File: config.mk
export PLATFORM = sky130hd
export DESIGN_NAME = ddr_init_sequencer
export DESIGN_NICKNAME = d
export VERILOG_FILES = /design/src/rtl/ddr_init_sequencer.sv
export SDC_FILE = /design/constraint.sdc
export NUM_CORES = 1
export LEC_CHECK = 0
export ABC_CLOCK_PERIOD_IN_PS = 4600
export BUFFER_PORTS_ARGS = -buffer_cell sky130_fd_sc_hd__buf_4
export CORE_MARGIN = 2
export CORE_UTILIZATION = 35
export DETAILED_ROUTE_END_ITERATION = 10
export PLACE_DENSITY_LB_ADDON = 0.15
export SETUP_SLACK_MARGIN = 0.1
export SKIP_CTS_REPAIR_TIMING = 1
export SYNTH_ARGS = -nofsm -noshare
export SYNTH_HDL_FRONTEND = slang
export SYNTH_SLANG_ARGS = --single-unit
File: constraint.sdc
create_clock -name clock_t -period 4.6 [get_ports clock_t]
set_input_delay 0.69 -clock clock_t [delete_from_list [all_inputs] [get_ports clock_t]]
set_output_delay 0.69 -clock clock_t [all_outputs]
set_load 0.01 [all_outputs]
File: src/rtl/ddr_init_sequencer.sv
// ddr_init_sequencer
// DDR4 power-up / initialisation sequencer on the memory clock domain.
// Walks RESET_n hold, CKE wait, tXPR, the seven MRS writes in JEDEC order
// (MR3,MR6,MR5,MR4,MR2,MR1,MR0), tMOD and an optional ZQCL/tZQinit. Commands
// are offered on a valid/ready port towards the command-bus arbiter.
// Optional feature macro: DDR_INIT_ZQCL_EN (defined -> ZQCL issued after tMOD).
// All outputs are registered; the next-state logic also computes next outputs.
module ddr_init_sequencer #(
    parameter int          T_RESET  = 200,
    parameter int          T_CKE    = 500,
    parameter int          T_XPR    = 30,
    parameter int          T_MRD    = 8,
    parameter int          T_MOD    = 24,
    parameter int          T_ZQINIT = 512,
    parameter int          CNT_W    = 16,
    parameter logic [17:0] MR0_VAL  = 18'h0,
    parameter logic [17:0] MR1_VAL  = 18'h0,
    parameter logic [17:0] MR2_VAL  = 18'h0,
    parameter logic [17:0] MR3_VAL  = 18'h0,
    parameter logic [17:0] MR4_VAL  = 18'h0,
    parameter logic [17:0] MR5_VAL  = 18'h0,
    parameter logic [17:0] MR6_VAL  = 18'h0
) (
    input  logic        clock_t,
    input  logic        reset_n,
    input  logic        init_start,
    input  logic        cmd_ready,
    output logic        cmd_valid,
    output logic [2:0]  cmd_code,
    output logic [3:0]  cmd_bg_ba,
    output logic [17:0] cmd_addr,
    output logic        ddr_reset_n,
    output logic        cke,
    output logic        init_busy,
    output logic        init_done
);

    localparam logic [3:0] S_IDLE     = 4'd0;
    localparam logic [3:0] S_RST_HOLD = 4'd1;
    localparam logic [3:0] S_CKE_WAIT = 4'd2;
    localparam logic [3:0] S_XPR      = 4'd3;
    localparam logic [3:0] S_MRS      = 4'd4;
    localparam logic [3:0] S_MRS_GAP  = 4'd5;
    localparam logic [3:0] S_MOD_WAIT = 4'd6;
    localparam logic [3:0] S_ZQ_ISSUE = 4'd7;
    localparam logic [3:0] S_ZQ_WAIT  = 4'd8;
    localparam logic [3:0] S_DONE     = 4'd9;

    localparam logic [2:0] CODE_NOP  = 3'd0;
    localparam logic [2:0] CODE_MRS  = 3'd1;
    localparam logic [2:0] CODE_ZQCL = 3'd2;

    logic [3:0]       state_r;
    logic [3:0]       state_s;
    logic [CNT_W-1:0] cnt_r;
    logic [CNT_W-1:0] cnt_s;
    logic [2:0]       idx_r;
    logic [2:0]       idx_s;
    logic             hs_s;
    logic             cnt_zero_s;
    logic             cmd_valid_s;
    logic [2:0]       cmd_code_s;
    logic [3:0]       cmd_bg_ba_s;
    logic [17:0]      cmd_addr_s;
    logic             ddr_reset_n_s;
    logic             cke_s;
    logic             init_busy_s;
    logic             init_done_s;

    // Sequence position -> mode register number (JEDEC issue order).
    function automatic logic [2:0] mr_of_idx(input logic [2:0] idx);
        case (idx)
            3'd0:    return 3'd3;
            3'd1:    return 3'd6;
            3'd2:    return 3'd5;
            3'd3:    return 3'd4;
            3'd4:    return 3'd2;
            3'd5:    return 3'd1;
            default: return 3'd0;
        endcase
    endfunction

    // Mode register number -> address-bus payload.
    function automatic logic [17:0] mr_payload(input logic [2:0] mr);
        case (mr)
            3'd0:    return MR0_VAL;
            3'd1:    return MR1_VAL;
            3'd2:    return MR2_VAL;
            3'd3:    return MR3_VAL;
            3'd4:    return MR4_VAL;
            3'd5:    return MR5_VAL;
            3'd6:    return MR6_VAL;
            default: return 18'h00000;
        endcase
    endfunction

    // Counter load value for a wait of t cycles (entry cycle included).
    function automatic logic [CNT_W-1:0] wait_load(input int t);
        return CNT_W'(t - 1);
    endfunction

    assign hs_s       = cmd_valid & cmd_ready;
    assign cnt_zero_s = (cnt_r == {CNT_W{1'b0}});

    // Next state, wait counter and MRS index.
    always_comb begin
        state_s = state_r;
        cnt_s   = cnt_r;
        idx_s   = idx_r;
        case (state_r)
            S_IDLE, S_DONE: begin
                if (init_start) begin
                    state_s = S_RST_HOLD;
                    cnt_s   = wait_load(T_RESET);
                end else begin
                    state_s = state_r;
                end
            end
            S_RST_HOLD: begin
                if (cnt_zero_s) begin
                    state_s = S_CKE_WAIT;
                    cnt_s   = wait_load(T_CKE);
                end else begin
                    cnt_s = cnt_r - CNT_W'(1);
                end
            end
            S_CKE_WAIT: begin
                if (cnt_zero_s) begin
                    state_s = S_XPR;
                    cnt_s   = wait_load(T_XPR);
                end else begin
                    cnt_s = cnt_r - CNT_W'(1);
                end
            end
            S_XPR: begin
                if (cnt_zero_s) begin
                    state_s = S_MRS;
                    idx_s   = 3'd0;
                end else begin
                    cnt_s = cnt_r - CNT_W'(1);
                end
            end
            S_MRS: begin
                if (hs_s && (idx_r == 3'd6)) begin
                    state_s = S_MOD_WAIT;
                    cnt_s   = wait_load(T_MOD);
                end else if (hs_s) begin
                    state_s = S_MRS_GAP;
                    cnt_s   = wait_load(T_MRD);
                end else begin
                    state_s = S_MRS;
                end
            end
            S_MRS_GAP: begin
                if (cnt_zero_s) begin
                    state_s = S_MRS;
                    idx_s   = idx_r + 3'd1;
                end else begin
                    cnt_s = cnt_r - CNT_W'(1);
                end
            end
            S_MOD_WAIT: begin
                if (cnt_zero_s) begin
`ifdef DDR_INIT_ZQCL_EN
                    state_s = S_ZQ_ISSUE;
`else
                    state_s = S_DONE;
`endif
                end else begin
                    cnt_s = cnt_r - CNT_W'(1);
                end
            end
            S_ZQ_ISSUE: begin
                if (hs_s) begin
                    state_s = S_ZQ_WAIT;
                    cnt_s   = wait_load(T_ZQINIT);
                end else begin
                    state_s = S_ZQ_ISSUE;
                end
            end
            S_ZQ_WAIT: begin
                if (cnt_zero_s) begin
                    state_s = S_DONE;
                end else begin
                    cnt_s = cnt_r - CNT_W'(1);
                end
            end
            default: begin
                state_s = S_IDLE;
                cnt_s   = {CNT_W{1'b0}};
                idx_s   = 3'd0;
            end
        endcase
    end

    // Output values for the state about to be entered.
    always_comb begin
        cmd_valid_s   = 1'b0;
        cmd_code_s    = CODE_NOP;
        cmd_bg_ba_s   = 4'd0;
        cmd_addr_s    = 18'h00000;
        ddr_reset_n_s = (state_s != S_IDLE) && (state_s != S_RST_HOLD);
        cke_s         = (state_s != S_IDLE) && (state_s != S_RST_HOLD) &&
                        (state_s != S_CKE_WAIT);
        init_busy_s   = (state_s != S_IDLE) && (state_s != S_DONE);
        init_done_s   = (state_s == S_DONE);
        case (state_s)
            S_MRS: begin
                cmd_valid_s = 1'b1;
                cmd_code_s  = CODE_MRS;
                cmd_bg_ba_s = {1'b0, mr_of_idx(idx_s)};
                cmd_addr_s  = mr_payload(mr_of_idx(idx_s));
            end
            S_ZQ_ISSUE: begin
                cmd_valid_s = 1'b1;
                cmd_code_s  = CODE_ZQCL;
                cmd_addr_s  = 18'h00400;
            end
            default: begin
                cmd_valid_s = 1'b0;
                cmd_code_s  = CODE_NOP;
            end
        endcase
    end

    // State, counter and registered outputs; reset aborts immediately.
    always_ff @(posedge clock_t or negedge reset_n) begin
        if (!reset_n) begin
            state_r     <= S_IDLE;
            cnt_r       <= {CNT_W{1'b0}};
            idx_r       <= 3'd0;
            cmd_valid   <= 1'b0;
            cmd_code    <= CODE_NOP;
            cmd_bg_ba   <= 4'd0;
            cmd_addr    <= 18'h00000;
            ddr_reset_n <= 1'b0;
            cke         <= 1'b0;
            init_busy   <= 1'b0;
            init_done   <= 1'b0;
        end else begin
            state_r     <= state_s;
            cnt_r       <= cnt_s;
            idx_r       <= idx_s;
            cmd_valid   <= cmd_valid_s;
            cmd_code    <= cmd_code_s;
            cmd_bg_ba   <= cmd_bg_ba_s;
            cmd_addr    <= cmd_addr_s;
            ddr_reset_n <= ddr_reset_n_s;
            cke         <= cke_s;
            init_busy   <= init_busy_s;
            init_done   <= init_done_s;
        end
    end

endmodule

# Word level (Yosys, flattened, before mapping)
# Cells that the tools add are included.
[word_totals]
register_bits = 53
latchBits = 0
ram_bits = 0
rom_bits = 0
inputBits = 4
elab_cells = 79
memories = 0
[op_classes]
n_addsub = 2
multipliers = 0
div = 0
magnitude_cmp = 0
n_eq_ne = 25
shift = 0
n_mux = 25
n_bitwise = 1
reduce_logical = 15
[ops]
columns = ["cell", "count"]
rows = [
  ["16-bit two-way mux", 7],
  ["16-bit one-hot mux with 6 select lines", 1],
  ["4-bit one-hot mux with 7 select lines", 1],
  ["4-bit by 3-bit equality test with 1-bit output, second input constant", 6],
  ["4-bit two-way mux", 6],
  ["3-bit one-hot mux with 6 select lines", 1],
  ["16-bit logical NOT", 1],
  ["16-bit by 1-bit subtractor with 16-bit output, second input constant", 1],
  ["4-bit equality test, second input constant", 3],
  ["11-bit two-way mux", 1],
  ["3-bit equality test, second input constant", 3],
  ["3-bit two-way mux", 3],
  ["3-bit one-hot mux with 3 select lines", 1],
  ["4-bit by 2-bit equality test with 1-bit output, second input constant", 2],
  ["2-bit OR reduction", 4],
  ["8-bit OR reduction", 1],
  ["3-bit by 2-bit equality test with 1-bit output, second input constant", 2],
  ["2-bit inequality test, second input constant", 3],
  ["4-bit by 1-bit equality test with 1-bit output, second input constant", 1],
  ["1-bit logical AND", 4],
  ["4-bit logical NOT", 1],
  ["4-bit by 1-bit inequality test with 1-bit output, second input constant", 1],
  ["4-bit by 2-bit inequality test with 1-bit output, second input constant", 1],
  ["4-bit inequality test, second input constant", 1],
  ["other kinds (11)", 12],
]

# Depth between registers and ports, before layout
# Gate-level depths: netlist of run 1.
[logic_depth]
word_depth = 7
mapped_depth = 13
mapped_depth_nobuf = 13

# Worst setup path after synthesis of run 1
# Ideal clock, no wire load.
[synth_timing]
kind = "reg2reg"
start = "reg cnt_r[12]"
end = "reg cmd_bg_ba[0]"
t_arrival_ns = 2.882
path_slack_ns = 1.630
stages_incl_launch_ff = 13
synth_period_minus_slack_ns = 2.970
cell_sequence = "dfrtp_1 or4_4 or4_4 buf_6 nor2_8 inv_6 ha_1 nor3b_1 a31oi_1 nor2_1 a21oi_1 or3_1 a211oi_2"
[synth_between]
elab_chain_len = 6
word_cells_on_any_way = 18
classes_between = "eq/ne (6); mux (10); reduce/logical (2)"
[synth_lines]
columns = ["item", "line", "source"]
rows = [
  ["start, declared", "55", "logic [CNT_W-1:0] cnt_r;"],
  ["start signal, assigned", "230", "cnt_r <= {CNT_W{1'b0}};"],
  ["start signal, assigned", "242", "cnt_r <= cnt_s;"],
  ["16-bit logical NOT *", "103", "assign cnt_zero_s = (cnt_r == {CNT_W{1'b0}});"],
  ["3-bit two-way mux, on equally long branches", "155, 136", ""],
  ["3-bit one-hot mux with 3 select lines", "110", "case (state_r)"],
  ["3-bit equality test, or another cell as far along", "72", "case (idx)"],
  ["3-bit one-hot mux with 6 select lines", "72", ""],
  ["3-bit two-way mux *", "207", "case (state_s)"],
  ["named net cmd_bg_ba_s[0]", "63", "logic [3:0] cmd_bg_ba_s;"],
  ["end signal, assigned", "246", "cmd_bg_ba <= cmd_bg_ba_s;"],
  ["end, declared", "30", "output logic [3:0] cmd_bg_ba,"],
]
# Mark *: on every way through the listed nets, which the timed path passes. The rest lies on a longest branch.
# A chain may end at the register's enable or synchronous reset.

# Worst setup path in the final report of run 1
[layout_timing]
start = "reg cnt_r[12]"
end = "reg cmd_bg_ba[1]"
[layout_between]
elab_chain_len = 6
word_cells_on_any_way = 18
classes_between = "eq/ne (6); mux (10); reduce/logical (2)"
[layout_lines]
columns = ["item", "line", "source"]
rows = [
  ["16-bit logical NOT *", "103", ""],
  ["3-bit two-way mux, on equally long branches", "155, 136", ""],
  ["3-bit one-hot mux with 3 select lines *", "110", ""],
  ["named net idx_s[0]", "58", "logic [2:0] idx_s;"],
  ["3-bit equality test, or another cell as far along", "72", ""],
  ["3-bit one-hot mux with 6 select lines *", "72", ""],
  ["3-bit two-way mux *", "207", ""],
  ["named net cmd_bg_ba_s[1]", "63", ""],
]
# Marks and branches as above.

==> summary by stage, run 1 <==
Synthesis
Summed over its instances, the top area cell type makes up between 30% and 40% of the synthesized netlist area. Of all cell types, the one taking the most synthesized area is sky130_fd_sc_hd__dfrtp_1. In this run the mean area of a mapped cell was 8.20 sq um.

The count of unique library cells instantiated by Yosys is 65. After synthesis, flip-flops and latches occupy 32.8% of the total area. Synthesis produced between 300 and 400 cells. In the synthesized netlist the async set-or-reset flop fraction comes to 100%.

The number of synthesized register bits is 33. By area the synthesized netlist is led by sky130_fd_sc_hd__dfrtp_1, sky130_fd_sc_hd__buf_4, sky130_fd_sc_hd__nor2_1, sky130_fd_sc_hd__a21oi_1, sky130_fd_sc_hd__o21ai_0. Summing every instance area after synthesis gives around 2500 sq um.

The number of synthesized flops with an enable pin is 0. In the synthesized netlist the dominant register cell turns out to be sky130_fd_sc_hd__dfrtp_1. The number of warnings reported in the yosys synthesis log is 0.

Floorplan
The effective utilization at floorplan is between 30% and 40%. The die outline area is 7890 sq um. The floorplan step set the die height to 88.8 um. The x dimension of the die is slightly below 90 um. The floorplan row count is 30. The floorplan step defined a core boundary enclosing 6870 sq um. During I/O placement, the number of pins put on the boundary was 34.

Route
The number of iterations in the first detailed-routing pass is 5. The number of nets still failing antenna checks after routing is 0. Across all layers, the routed design uses 2,346 vias. The initial detailed-routing violation count is 312. The post-detailed-route DRC marker count is 0. In the final routed layout, each cell accounts on average for 16.7 um. Using the TritonRoute via totals, the vias-per-cell ratio works out to 5.74.

The wire length after detailed routing is 6840 um.

Setup path
By startpoint and endpoint, the worst setup path is classified as reg2reg. The largest single stage delay on the critical path is 600 ps. STA classifies the critical path startpoint as a register. The signal arrival time at the worst endpoint is 3450 ps. The cell that appears most often on the critical path is sky130_fd_sc_hd__or4_4. The number of buffers and inverters on the critical path is 2. The cell type group with the largest total delay on the critical path is simple AND/OR/NAND/NOR gates. In this run the worst path has a maximum fanout of 10. On the critical path, the stage with the largest delay is an instance of sky130_fd_sc_hd__or4_4. STA classifies the critical path endpoint as a register. The data required time at the worst endpoint is about 4800 ps. Traced cell by cell, the critical path runs through or4_4 -> or4_4 -> nor2_8 -> inv_6 -> ha_1 -> nor3b_1 -> a31oi_1 -> nor2_1 -> a21oi_1 -> inv_1 -> a2111oi_0.

Layout
The repair_antennas step left the layout with diodes totalling 0. The sequential cell area is 826 sq um. The total area of multi-input combinational cells is 1450 sq um. In the final design database the tool counted 321 nets. Compared with the post-synthesis result, the final layout area differs by 7.11%. Leaving out filler cells and counting taps, the final layout contains 409.

The fraction of layout instances using a drive strength above 1 is 12.1%. The number of fill cells in the layout is around 730.

Timing
Based on the critical path, the design can be clocked at up to 303 MHz. The max-slew violation count is 0. The total setup violations reported at the end of the flow is 0. The final count of hold timing violations is 0. Setup total negative slack on the finished layout was measured at 0 ps. The actual transition at the worst max-transition pin is 1060 ps.

The remaining max-slew budget at the tightest pin is approximately 30%. Setup repair after global routing left no endpoint under its margin. The maximum clock skew at final layout is 8.13 ps. The final period demand of the worst path is around 3300 ps. The worst path uses a little under three quarters of the clock period.

Power
Dividing total power by cell area gives a power density of 491 nW/um^2. The peak supply drop is 194 uV. The static leakage is 1.19 nW.

Clock tree
TritonCTS built the clock tree. Clock tree synthesis selected as its root buffer the cell sky130_fd_sc_hd__clkbuf_8. The number of buffers on the longest clock path is 2.

Clock tree synthesis inserted a total of 5 buffers. The clock network latency to the later pin of the worst-skew pair is between 200 and 300 ps. Counting every sink on the clock net gives 33. The number of H-tree branching levels is 2. Clock-pin slew was measured on the worst setup and hold paths at approximately 80 ps.

Global routing
The first-pass GRT wire length is 11,300 um. The via count of the first global-routing pass is 2,156. Entering global routing, the biggest net connects 35 pins. The overall fraction of global-route tracks in use is 18.4%.

The total congestion overflow is 0. The number of antenna violations at the first check in global routing is 0.

Placement
The detailed placement HPWL is 4840 um. Buffers placed on the I/O ports in this run total 14. Counting tap cells, the placed design contains a total of around 400 instances. The placer congestion estimate is 0.895.

Status
The run finished with clean final reports.

Run
The max capacitance violation total is 0.

Hold path
The worst hold path belongs to the class in2async.
placed cells by master, fill, tap and decap left out, types with 3 or more instances in the layout:
cell	n
sky130_fd_sc_hd__a22oi_1	3
sky130_fd_sc_hd__nor2b_1	3
sky130_fd_sc_hd__o31ai_1	5
sky130_fd_sc_hd__a21o_1	3
sky130_fd_sc_hd__o211ai_1	5
sky130_fd_sc_hd__and2_1	4
sky130_fd_sc_hd__nand2_1	15
sky130_fd_sc_hd__o21ai_0	19
sky130_fd_sc_hd__nand3_1	9
sky130_fd_sc_hd__nor3_1	13
sky130_fd_sc_hd__ha_1	4
sky130_fd_sc_hd__dfrtp_1	33
sky130_fd_sc_hd__o22ai_1	7
sky130_fd_sc_hd__xnor2_1	7
sky130_fd_sc_hd__a21oi_1	19
sky130_fd_sc_hd__nor2_1	31
sky130_fd_sc_hd__conb_1	19
sky130_fd_sc_hd__buf_4	16
sky130_fd_sc_hd__or3_1	3
sky130_fd_sc_hd__clkbuf_8	5
sky130_fd_sc_hd__a31oi_1	6
sky130_fd_sc_hd__or2_2	4
sky130_fd_sc_hd__nand2b_1	5
sky130_fd_sc_hd__inv_1	17
sky130_fd_sc_hd__nor4_1	7
registers in the layout, summed over array words and instances, names as in the netlist:
register and count:
state_r 4, cmd_valid 1, cke 1, init_busy 1, cmd_code 2, cnt_r 16
cmd_bg_ba 3, idx_r 3, init_done 1, ddr_reset_n 1
Yosys cell counts, types with 2 or more instances:
cell and instances:
sky130_fd_sc_hd__and3_1 2, sky130_fd_sc_hd__or2_2 4, sky130_fd_sc_hd__o22a_1 2, sky130_fd_sc_hd__a21oi_1 19
sky130_fd_sc_hd__nor2b_1 3, sky130_fd_sc_hd__a311oi_1 2, sky130_fd_sc_hd__o21ai_0 19, sky130_fd_sc_hd__or4_4 2
sky130_fd_sc_hd__dfrtp_1 33, sky130_fd_sc_hd__nor2_1 31, sky130_fd_sc_hd__o22ai_1 7, sky130_fd_sc_hd__a22oi_1 3
sky130_fd_sc_hd__maj3_1 2, sky130_fd_sc_hd__xnor2_1 7, sky130_fd_sc_hd__and4_1 2, sky130_fd_sc_hd__nand4_1 2
sky130_fd_sc_hd__nand3_1 9, sky130_fd_sc_hd__buf_6 2, sky130_fd_sc_hd__nor4_1 7, sky130_fd_sc_hd__a211o_1 2
sky130_fd_sc_hd__o21bai_1 2, sky130_fd_sc_hd__nand2_1 15, sky130_fd_sc_hd__a31oi_1 6, sky130_fd_sc_hd__o31ai_1 5
sky130_fd_sc_hd__and2_1 4, sky130_fd_sc_hd__nand3b_1 2, sky130_fd_sc_hd__or3_1 3, sky130_fd_sc_hd__o211ai_1 5
sky130_fd_sc_hd__a41oi_1 2, sky130_fd_sc_hd__a211oi_1 2, sky130_fd_sc_hd__nor3_1 13, sky130_fd_sc_hd__a21o_1 3
sky130_fd_sc_hd__nand2b_1 5, sky130_fd_sc_hd__o21a_1 2, sky130_fd_sc_hd__buf_4 20, sky130_fd_sc_hd__inv_1 17
sky130_fd_sc_hd__clkbuf_1 8, sky130_fd_sc_hd__buf_1 3, sky130_fd_sc_hd__ha_1 4
cells by family (layout without fill, tap and decap cells):
family | Yosys count | after routing | share of synthesized area [%]
buffers and inverters | 53 | 41 | 12.1
adders and majority gates | 6 | 6 | 2.78
AOI/OAI and AO/OA | 92 | 92 | 24.3
xor gates and xnor gates | 8 | 8 | 2.78
and+or+nand+nor | 114 | 114 | 25.1
DFF | 33 | 33 | 32.8
other | 1 | 19 | 0.149
cell type report:
cell class | instances | share of cell area (%)
multi-input cells | 239 | 53.9
clock inverters | 2 | 1.30
repair buffers | 16 | 4.45
clock buffers | 5 | 2.55
inverters | 18 | 2.69
well taps | 96 | 4.45
flip-flops and latches | 33 | 30.6
metrics by stage:
stage          instance area (sq um)  hold WS [ps]  utilization [%]  power [mW]  setup slack (ps)
2_1_floorplan                   2580           394                -       0.938              1630
3_3_place_gp                    2590           541             37.7        1.04              1490
3_5_place_dp                    2590           546             37.7        1.04              1420
4_1_cts                         2700           364             39.3        1.31              1330
5_1_grt                         2700           378             39.3        1.42              1120
6_report                        2700           345             39.3        1.32              1300
where the power goes:
group	total, mW	switching (mW)	leakage [nW]	internal, mW
sequential	0.456	0.0885	0.429	0.368
clock	0.270	0.112	0.0540	0.158
combinational	0.598	0.368	0.710	0.231
total	1.32	0.568	1.19	0.756
layer usage:
metal | vias to the layer above | wire length, um | global-route usage [%]
met4 | 0 | 164 | 6.75
met3 | 24 | 472 | 3.26
met1 | 1111 | 3270 | 27.9
li1 | 1092 | - | -
met5 | - | 0 | 0
met2 | 119 | 2930 | 26.0
path summary, 6_finish.rpt:
path	start	end	slack, ps	cells past startpoint
max reg2reg	cnt_r[12]	cmd_bg_ba[1]	1300	11
max	cnt_r[12]	cmd_bg_ba[1]	1300	11
min reg2reg	cnt_r[9]	cnt_r[9]	560	2
min	reset_n	idx_r[1]	350	1
max in group asynchronous	reset_n	cnt_r[13]	3940	1
min in group clock_t	cnt_r[9]	cnt_r[9]	560	2
No activity file was read; power rests on OpenSTA's default activity.
==> run 2, diff against run 1 <==
--- a/config.mk
+++ b/config.mk
@@ -5,7 +5,7 @@
 export SDC_FILE = /design/constraint.sdc
 export NUM_CORES = 1
 export LEC_CHECK = 0
-export ABC_CLOCK_PERIOD_IN_PS = 4600
+export ABC_CLOCK_PERIOD_IN_PS = 3200
 export BUFFER_PORTS_ARGS = -buffer_cell sky130_fd_sc_hd__buf_4
 export CORE_MARGIN = 2
 export CORE_UTILIZATION = 35
==> constraint.sdc (replaced) <==
create_clock -name clock_t -period 3.2 [get_ports clock_t]
set_input_delay 0.48 -clock clock_t [delete_from_list [all_inputs] [get_ports clock_t]]
set_output_delay 0.48 -clock clock_t [all_outputs]
set_load 0.01 [all_outputs]
==> run 2 against run 1 <==
  * Power is 58% higher
  * Clock power is 75% higher
  * Largest cell class unchanged
  * Count of clock-buffer cells in the layout stayed put
  * Register-to-register slack worse by 1000 ps
  * Clock skew is 3.2 ps higher
  * Critical endpoint is now cmd_bg_ba[0]
==> summary by stage, run 2 (same netlist as run 1, synthesis figures left out) <==
Status
The flow ran to the end, and the final reports show no timing, DRC or antenna violations.

Timing
The maximum clock frequency is 342 MHz (+13%). The max-slew violation count is 0 (unchanged). The actual transition at the worst max-transition pin is 676 ps (-384 ps). Setup repair after global routing left no endpoint under its margin.

The maximum clock skew at final layout was 11.3 ps (+3.20 ps). The total setup violations reported at the end of the flow was 0 (unchanged). The final period demand of the worst path is 2930 ps (-368 ps). The slack of the critical path came to 272 ps (-1030 ps).

The aggregate negative setup slack was 0 ps (unchanged). The remaining max-slew budget at the tightest pin came to 54.6% (+25 points). The final cycle utilization of the critical path is 91.5% (+20 points). The final count of hold timing violations is 0 (unchanged). The worst hold slack across all endpoints was 122 ps (-223 ps).

Route
The initial detailed-routing violation count is 303 (-2.9%). The post-detailed-route DRC marker count is 0 (unchanged). The average wire length per cell after detail routing was 16.4 um (-2.0%). The number of nets still failing antenna checks after routing is 0 (unchanged). The average vias per placed instance is 5.53 (-3.6%).

The wire length after detailed routing is 6950 um (+1.5%). The number of iterations in the first detailed-routing pass was 8 (+3). The total number of vias is 2,345 (-0.043%).

Placement
The detailed placement HPWL is 5140 um (+6.2%). The placer congestion estimate is 0.891 (-0.45%). The worst slack at placement is 140 ps (-1280 ps).

The number of buffers inserted by port buffering is 14 (unchanged). The number of cells in the design after placement is 416 (+3.5%). The placement-stage cell area is 2700 sq um (+4.1%).

Run
The max capacitance violation total was 0 (unchanged).

Clock tree
TritonCTS built the clock tree. The clock-pin slew of the registers on the worst-case setup and hold paths was 70 ps (about the same). The clock sink total is 33 (unchanged). The clock buffer count from CTS is 5 (unchanged). The number of buffers on the longest clock path is 2 (unchanged). The clock network latency to the later pin of the worst-skew pair came to 290 ps (about the same). The buffer cell driving the clock tree root is sky130_fd_sc_hd__clkbuf_8. The number of H-tree branching levels came to 2 (unchanged).

Setup path
The signal arrival time at the worst endpoint is 3130 ps (-320 ps). The termination of the worst setup path is cmd_bg_ba[0]. STA classifies the critical path startpoint as a register. The path depth of the worst reg2reg path is 11 (unchanged).

The signal on the critical path passes through or4_4 -> or4_4 -> nor2_8 -> inv_6 -> ha_1 -> nor3b_2 -> a31oi_1 -> nor2_1 -> a21oi_2 -> or3_1 -> a211oi_2. In this run the critical register-to-register path is launched from cnt_r[13]. The start point of the critical path is cnt_r[13]. The reg-to-reg setup timing slack is 270 ps (-1030 ps). The maximum fanout along the worst path came to 10 (unchanged).

The highest-delay cell along the critical path is sky130_fd_sc_hd__or4_4. The number of buffers and inverters on the critical path is 1 (-1). The worst setup path is captured at a register. The data required time at the worst endpoint is 3400 ps (-1350 ps). The delay of the slowest critical-path stage is 550 ps (-50 ps). The critical path class is reg2reg.

The destination of the worst register-to-register timing path is cmd_bg_ba[0]. The cell family contributing the most delay on the critical path is simple AND/OR/NAND/NOR gates. The critical path depth in cells is 11 (unchanged). Among the stages of the critical path, the cell type that occurs most often is sky130_fd_sc_hd__or4_4.

Layout
The final instance area was 2850 sq um (+5.6%). The number of nets at the end of the flow was 335 (+4.4%). The total area of multi-input combinational cells was 1470 sq um (+1.0%). The fraction of layout instances using a drive strength above 1 is 17.1% (+4.9 points).

The sequential cell area is 826 sq um (unchanged). The largest registers in the layout are cnt_r (16), state_r (4). The flip-flop count of the largest register, all copies and words added was 16 (unchanged). The most frequent standard cell in the layout excluding fill and tap cells is sky130_fd_sc_hd__dfrtp_1. Relative to the synthesized area, the layout overhead comes to 13.1%. The library cells used most frequently in the layout, excluding fill and tap cells, are sky130_fd_sc_hd__dfrtp_1, sky130_fd_sc_hd__nor2_1, sky130_fd_sc_hd__buf_4, sky130_fd_sc_hd__o21ai_0, sky130_fd_sc_hd__conb_1.

The final non-filler cell total is 424 (+3.7%). The number of fill cells in the layout is 729 (+0.28%). The number of antenna cells inserted is 0 (unchanged). Counting flops per register, the top entry is cnt_r.

Floorplan
The total core area is 6870 sq um (unchanged). The effective utilization at floorplan is 36.6% (unchanged). The floorplan row count is 30 (unchanged). The die outline area is 7890 sq um (unchanged).

The die height is 88.8 um (unchanged). The x dimension of the die is 88.8 um (unchanged). The count of boundary I/O pins was 34 (unchanged).

Hold path
The path type of the worst min-delay path is in2async.

Power
The static leakage is 1.28 nW (+7.1%). The peak supply drop is 327 uV (+68%). The total power divided by cell area is 734 nW/um^2 (+49%).

Global routing
The overall fraction of global-route tracks in use is 18.4% (about the same). The largest net degree at the start of global routing came to 34 (-2.9%). The total congestion overflow came to 0 (unchanged).

The via count of the first global-routing pass is 2,154 (-0.093%). The first-pass GRT wire length is 11,200 um (-0.43%). The number of antenna violations at the first check in global routing is 0 (unchanged).
## run 2: cell type report
class	count	share of cell area, %
Clock buffer	5	2.42
Multi-Input combinational cell	239	51.6
Clock inverter	3	2.29
Tap cell	96	4.22
Timing Repair Buffer	30	7.91
Sequential cell	33	29.0
Inverter	18	2.55
## run 2: through the flow
step                      util, %  total power, mW
final                        41.4             2.09
after floorplan                 -             1.35
after global routing         41.4             2.23
after detailed placement     39.3             1.61
after global placement       39.3             1.60
after CTS                    41.2             2.09
## run 2: per-layer routing
layer / share of wire, % / track usage (%) / up-vias
li1: - / - / 1125
met1: 47 / 26.4 / 1122
met2: 46 / 28.4 / 89
met3: 5.9 / 3.73 / 9
met4: 1.2 / 4.55 / 0
met5: 0 / 0 / -
## run 2: how the worst min path moves through the flow
stage / cells after the start / end
global route: 1 / state_r[1]
finish: 1 / cnt_r[0]
floorplan: 0 / cke
CTS: 1 / state_r[0]
global placement: 1 / cnt_r[2]
detailed placement: 1 / cnt_r[2]
## run 2: where the power goes
| group | switching [mW] | total (mW) | leakage (nW) | internal (mW) |
|---|---|---|---|---|
| combinational | 0.561 | 0.968 | 0.781 | 0.407 |
| clock | 0.162 | 0.472 | 0.0681 | 0.310 |
| sequential | 0.121 | 0.650 | 0.429 | 0.528 |
| total | 0.845 | 2.09 | 1.28 | 1.24 |
==> run 3, diff against run 2 <==
--- a/config.mk
+++ b/config.mk
@@ -7,11 +7,12 @@
 export LEC_CHECK = 0
 export ABC_CLOCK_PERIOD_IN_PS = 3200
 export BUFFER_PORTS_ARGS = -buffer_cell sky130_fd_sc_hd__buf_4
+export CORE_ASPECT_RATIO = 0.9
 export CORE_MARGIN = 2
 export CORE_UTILIZATION = 35
+export CTS_CLUSTER_DIAMETER = 120
 export DETAILED_ROUTE_END_ITERATION = 10
 export PLACE_DENSITY_LB_ADDON = 0.15
-export SETUP_SLACK_MARGIN = 0.1
 export SKIP_CTS_REPAIR_TIMING = 1
 export SYNTH_ARGS = -nofsm -noshare
 export SYNTH_HDL_FRONTEND = slang
==> run 3 against run 2 <==
  * Register-to-register slack worse by 70 ps
  * Highest routed layer unchanged
  * Setup slack got worse by 65 ps
  * Power fell by 6.0%
  * Core utilization shrank 1.6 points
  * Non-clock buffer count is 1 lower
  * Cell count decreased by 0.94%
  * Clock power is 24% lower
  * Largest cell class unchanged
  * Routed wire length shrank 4.7%
  * Clock skew shrank 5.1 ps
==> summary by stage, run 3 (same netlist as run 1, synthesis figures left out) <==
Clock tree
The number of H-tree branching levels is 2 (unchanged). The clock-pin slew of the registers on the worst-case setup and hold paths is 70 ps (about the same). The clock buffer count from CTS was 5 (unchanged). The clock sink total came to 33 (unchanged).

The CTS tree is done. The number of buffers on the longest clock path is 2 (unchanged). The clock network latency to the later pin of the worst-skew pair is 290 ps (about the same). The buffer cell driving the clock tree root is sky130_fd_sc_hd__clkbuf_8.

Power
The switching share of total power is 42.8% (+2.3 points). The static leakage is 1.26 nW (-1.5%). The combinational power share is 48.6% (+2.3 points). The part of the power in registers is 33.2% (+2.1 points). The peak supply drop is 399 uV (+22%). The clock group share of total power is 18.3% (-4.3 points). The total power divided by cell area is 704 nW/um^2 (-4.1%).

The total net switching power was 0.840 mW (-0.59%). The cell-internal power is 1.12 mW (-9.7%).

Setup path
The number of buffers and inverters on the critical path is 2 (+1). The signal arrival time at the worst endpoint was 3170 ps (+40 ps). The delay of the slowest critical-path stage is 550 ps (about the same). The reg-to-reg setup timing slack is 210 ps (-70 ps). The worst setup path is captured at a register. The most used cell along the critical path is sky130_fd_sc_hd__or4_4. The critical path class is reg2reg. The data required time at the worst endpoint came to 3380 ps (-20 ps). On the critical path the largest part of the delay comes from simple AND/OR/NAND/NOR gates.

In this run the critical register-to-register path is launched from cnt_r[13]. In this run the critical register-to-register path is captured at cmd_bg_ba[1]. The highest-delay cell along the critical path is sky130_fd_sc_hd__or4_4. The maximum fanout along the worst path came to 10 (unchanged).

The startpoint type of the worst setup path is a register. The path depth of the worst reg2reg path is 11 (unchanged). Traced cell by cell, the critical path runs through or4_4 -> or4_4 -> nor2_8 -> inv_6 -> ha_1 -> nor3b_1 -> a31oi_1 -> nor2_1 -> a21oi_1 -> inv_1 -> a2111oi_1.

Timing
The final period demand of the worst path is 2990 ps (+65.4 ps). The final cycle utilization of the critical path is 93.5% (+2.0 points). The remaining max-slew budget at the tightest pin is 53.9% (-0.70 points). The final count of hold timing violations was 0 (unchanged).

The worst hold slack across all endpoints is 118 ps (-4.45 ps). The maximum clock frequency is 334 MHz (-2.2%). The actual transition at the worst max-transition pin was 686 ps (+10.4 ps). Setup repair after global routing left no endpoint under its margin. The aggregate negative setup slack was 0 ps (unchanged). The total setup violations reported at the end of the flow is 0 (unchanged).

The max-slew violation count was 0 (unchanged). The maximum clock skew at final layout was 6.25 ps (-5.07 ps).

Global routing
The largest net degree at the start of global routing was 34 (unchanged). The via count of the first global-routing pass is 2,037 (-5.4%). The number of antenna violations at the first check in global routing is 0 (unchanged).

The total congestion overflow came to 0 (unchanged). The overall fraction of global-route tracks in use is 17.2% (-1.2 points). The fraction of met1 tracks used by global routing came to 25.9% (-0.52 points).

The most crowded layer after global routing is met1. The first-pass GRT wire length is 10,700 um (-4.3%). The routing usage on met3 is 3.50% (-0.23 points).

The met2 track utilization from global routing is 25.6% (-2.9 points).

Layout
The largest register by flop count is cnt_r. The area overhead of the layout relative to synthesis is 10.8%. The final non-filler cell total is 420 (-0.94%). The number of nets at the end of the flow was 334 (-0.30%). The largest registers in the layout are cnt_r (16), state_r (4).

In the layout the commonest cells are sky130_fd_sc_hd__dfrtp_1, sky130_fd_sc_hd__nor2_1, sky130_fd_sc_hd__buf_4. The fraction of layout instances using a drive strength above 1 is 15.9% (-1.2 points). The flip-flop count of the largest register, all copies and words added is 16 (unchanged).

Leaving out fill and tap cells, the most frequent cell in the layout is sky130_fd_sc_hd__dfrtp_1. The number of antenna cells inserted is 0 (unchanged).

Floorplan
The die outline area is 7890 sq um (about the same). The die height is 84.5 um (-4.9%). The floorplan row count is 29 (-3.3%). The x dimension of the die is 93.4 um (+5.2%). The count of boundary I/O pins was 34 (unchanged). The total core area came to 7000 sq um (+1.9%). The effective utilization at floorplan is 35.9% (-0.70 points).

Route
The post-detailed-route DRC marker count is 0 (unchanged). The average wire length per cell after detail routing is 15.8 um (-3.7%). The number of nets still failing antenna checks after routing came to 0 (unchanged). The total number of vias is 2,334 (-0.47%). The initial detailed-routing violation count is 210 (-31%). The average vias per placed instance came to 5.56 (+0.48%). The number of iterations in the first detailed-routing pass was 5 (-3). The wire length after detailed routing is 6620 um (-4.7%).

Placement
The number of cells in the design after placement is 412 (-0.96%). The number of buffers inserted by port buffering is 14 (unchanged). The detailed placement HPWL is 4860 um (-5.3%).

The placer congestion estimate is 0.846 (-5.1%).

Hold path
The path type of the worst min-delay path is in2async.

Run
The max capacitance violation total was 0 (unchanged).

Status
The run finished with clean final reports.
[run 3: per-layer routing]
layer	vias up	part of all wire, %
met3	7	6.3
met1	1104	48
met2	100	45
li1	1123	-
met5	-	0
met4	0	0.71
[run 3: metrics by stage]
| stage | util (%) | total power, mW | worst slack (ps) | instance area [sq um] |
|---|---|---|---|---|
| after CTS | 39.8 | 1.96 | 181 | 2790 |
| after floorplan | - | 1.35 | 230 | 2580 |
| after global placement | 38.4 | 1.60 | 255 | 2690 |
| after global routing | 39.8 | 2.09 | 29.7 | 2790 |
| after detailed placement | 38.4 | 1.59 | 200 | 2690 |
| final | 39.8 | 1.96 | 207 | 2790 |
[run 3: power by group through the flow]
| stage | logic [mW] | clock network [mW] | registers, mW |
|---|---|---|---|
| 3_5_place_dp | 0.938 | 0 | 0.657 |
| 5_1_grt | 1.04 | 0.381 | 0.673 |
| 4_1_cts | 0.945 | 0.365 | 0.650 |
| 6_report | 0.954 | 0.359 | 0.651 |
| 2_1_floorplan | 0.729 | 0 | 0.620 |
| 3_3_place_gp | 0.949 | 0 | 0.654 |
[run 3: how the worst max path moves through the flow]
stage | cells after the start | startpoint | endpoint
after global routing | 11 | cnt_r[13] | cmd_bg_ba[1]
after global placement | 11 | cnt_r[12] | cmd_bg_ba[0]
final | 11 | cnt_r[13] | cmd_bg_ba[1]
after floorplan | 12 | cnt_r[12] | cmd_bg_ba[0]
after CTS | 11 | cnt_r[13] | cmd_bg_ba[1]
after detailed placement | 11 | cnt_r[13] | cmd_bg_ba[1]
[run 3: final cells by class]
type | instances | area, sq um
clock buffers | 7 | 96.3
repair buffers | 29 | 218
clock inverters | 1 | 5.00
multi-input cells | 239 | 1460
well taps | 93 | 116
fillers | 733 | 4210
flip-flops and latches | 33 | 826
inverters | 18 | 72.6
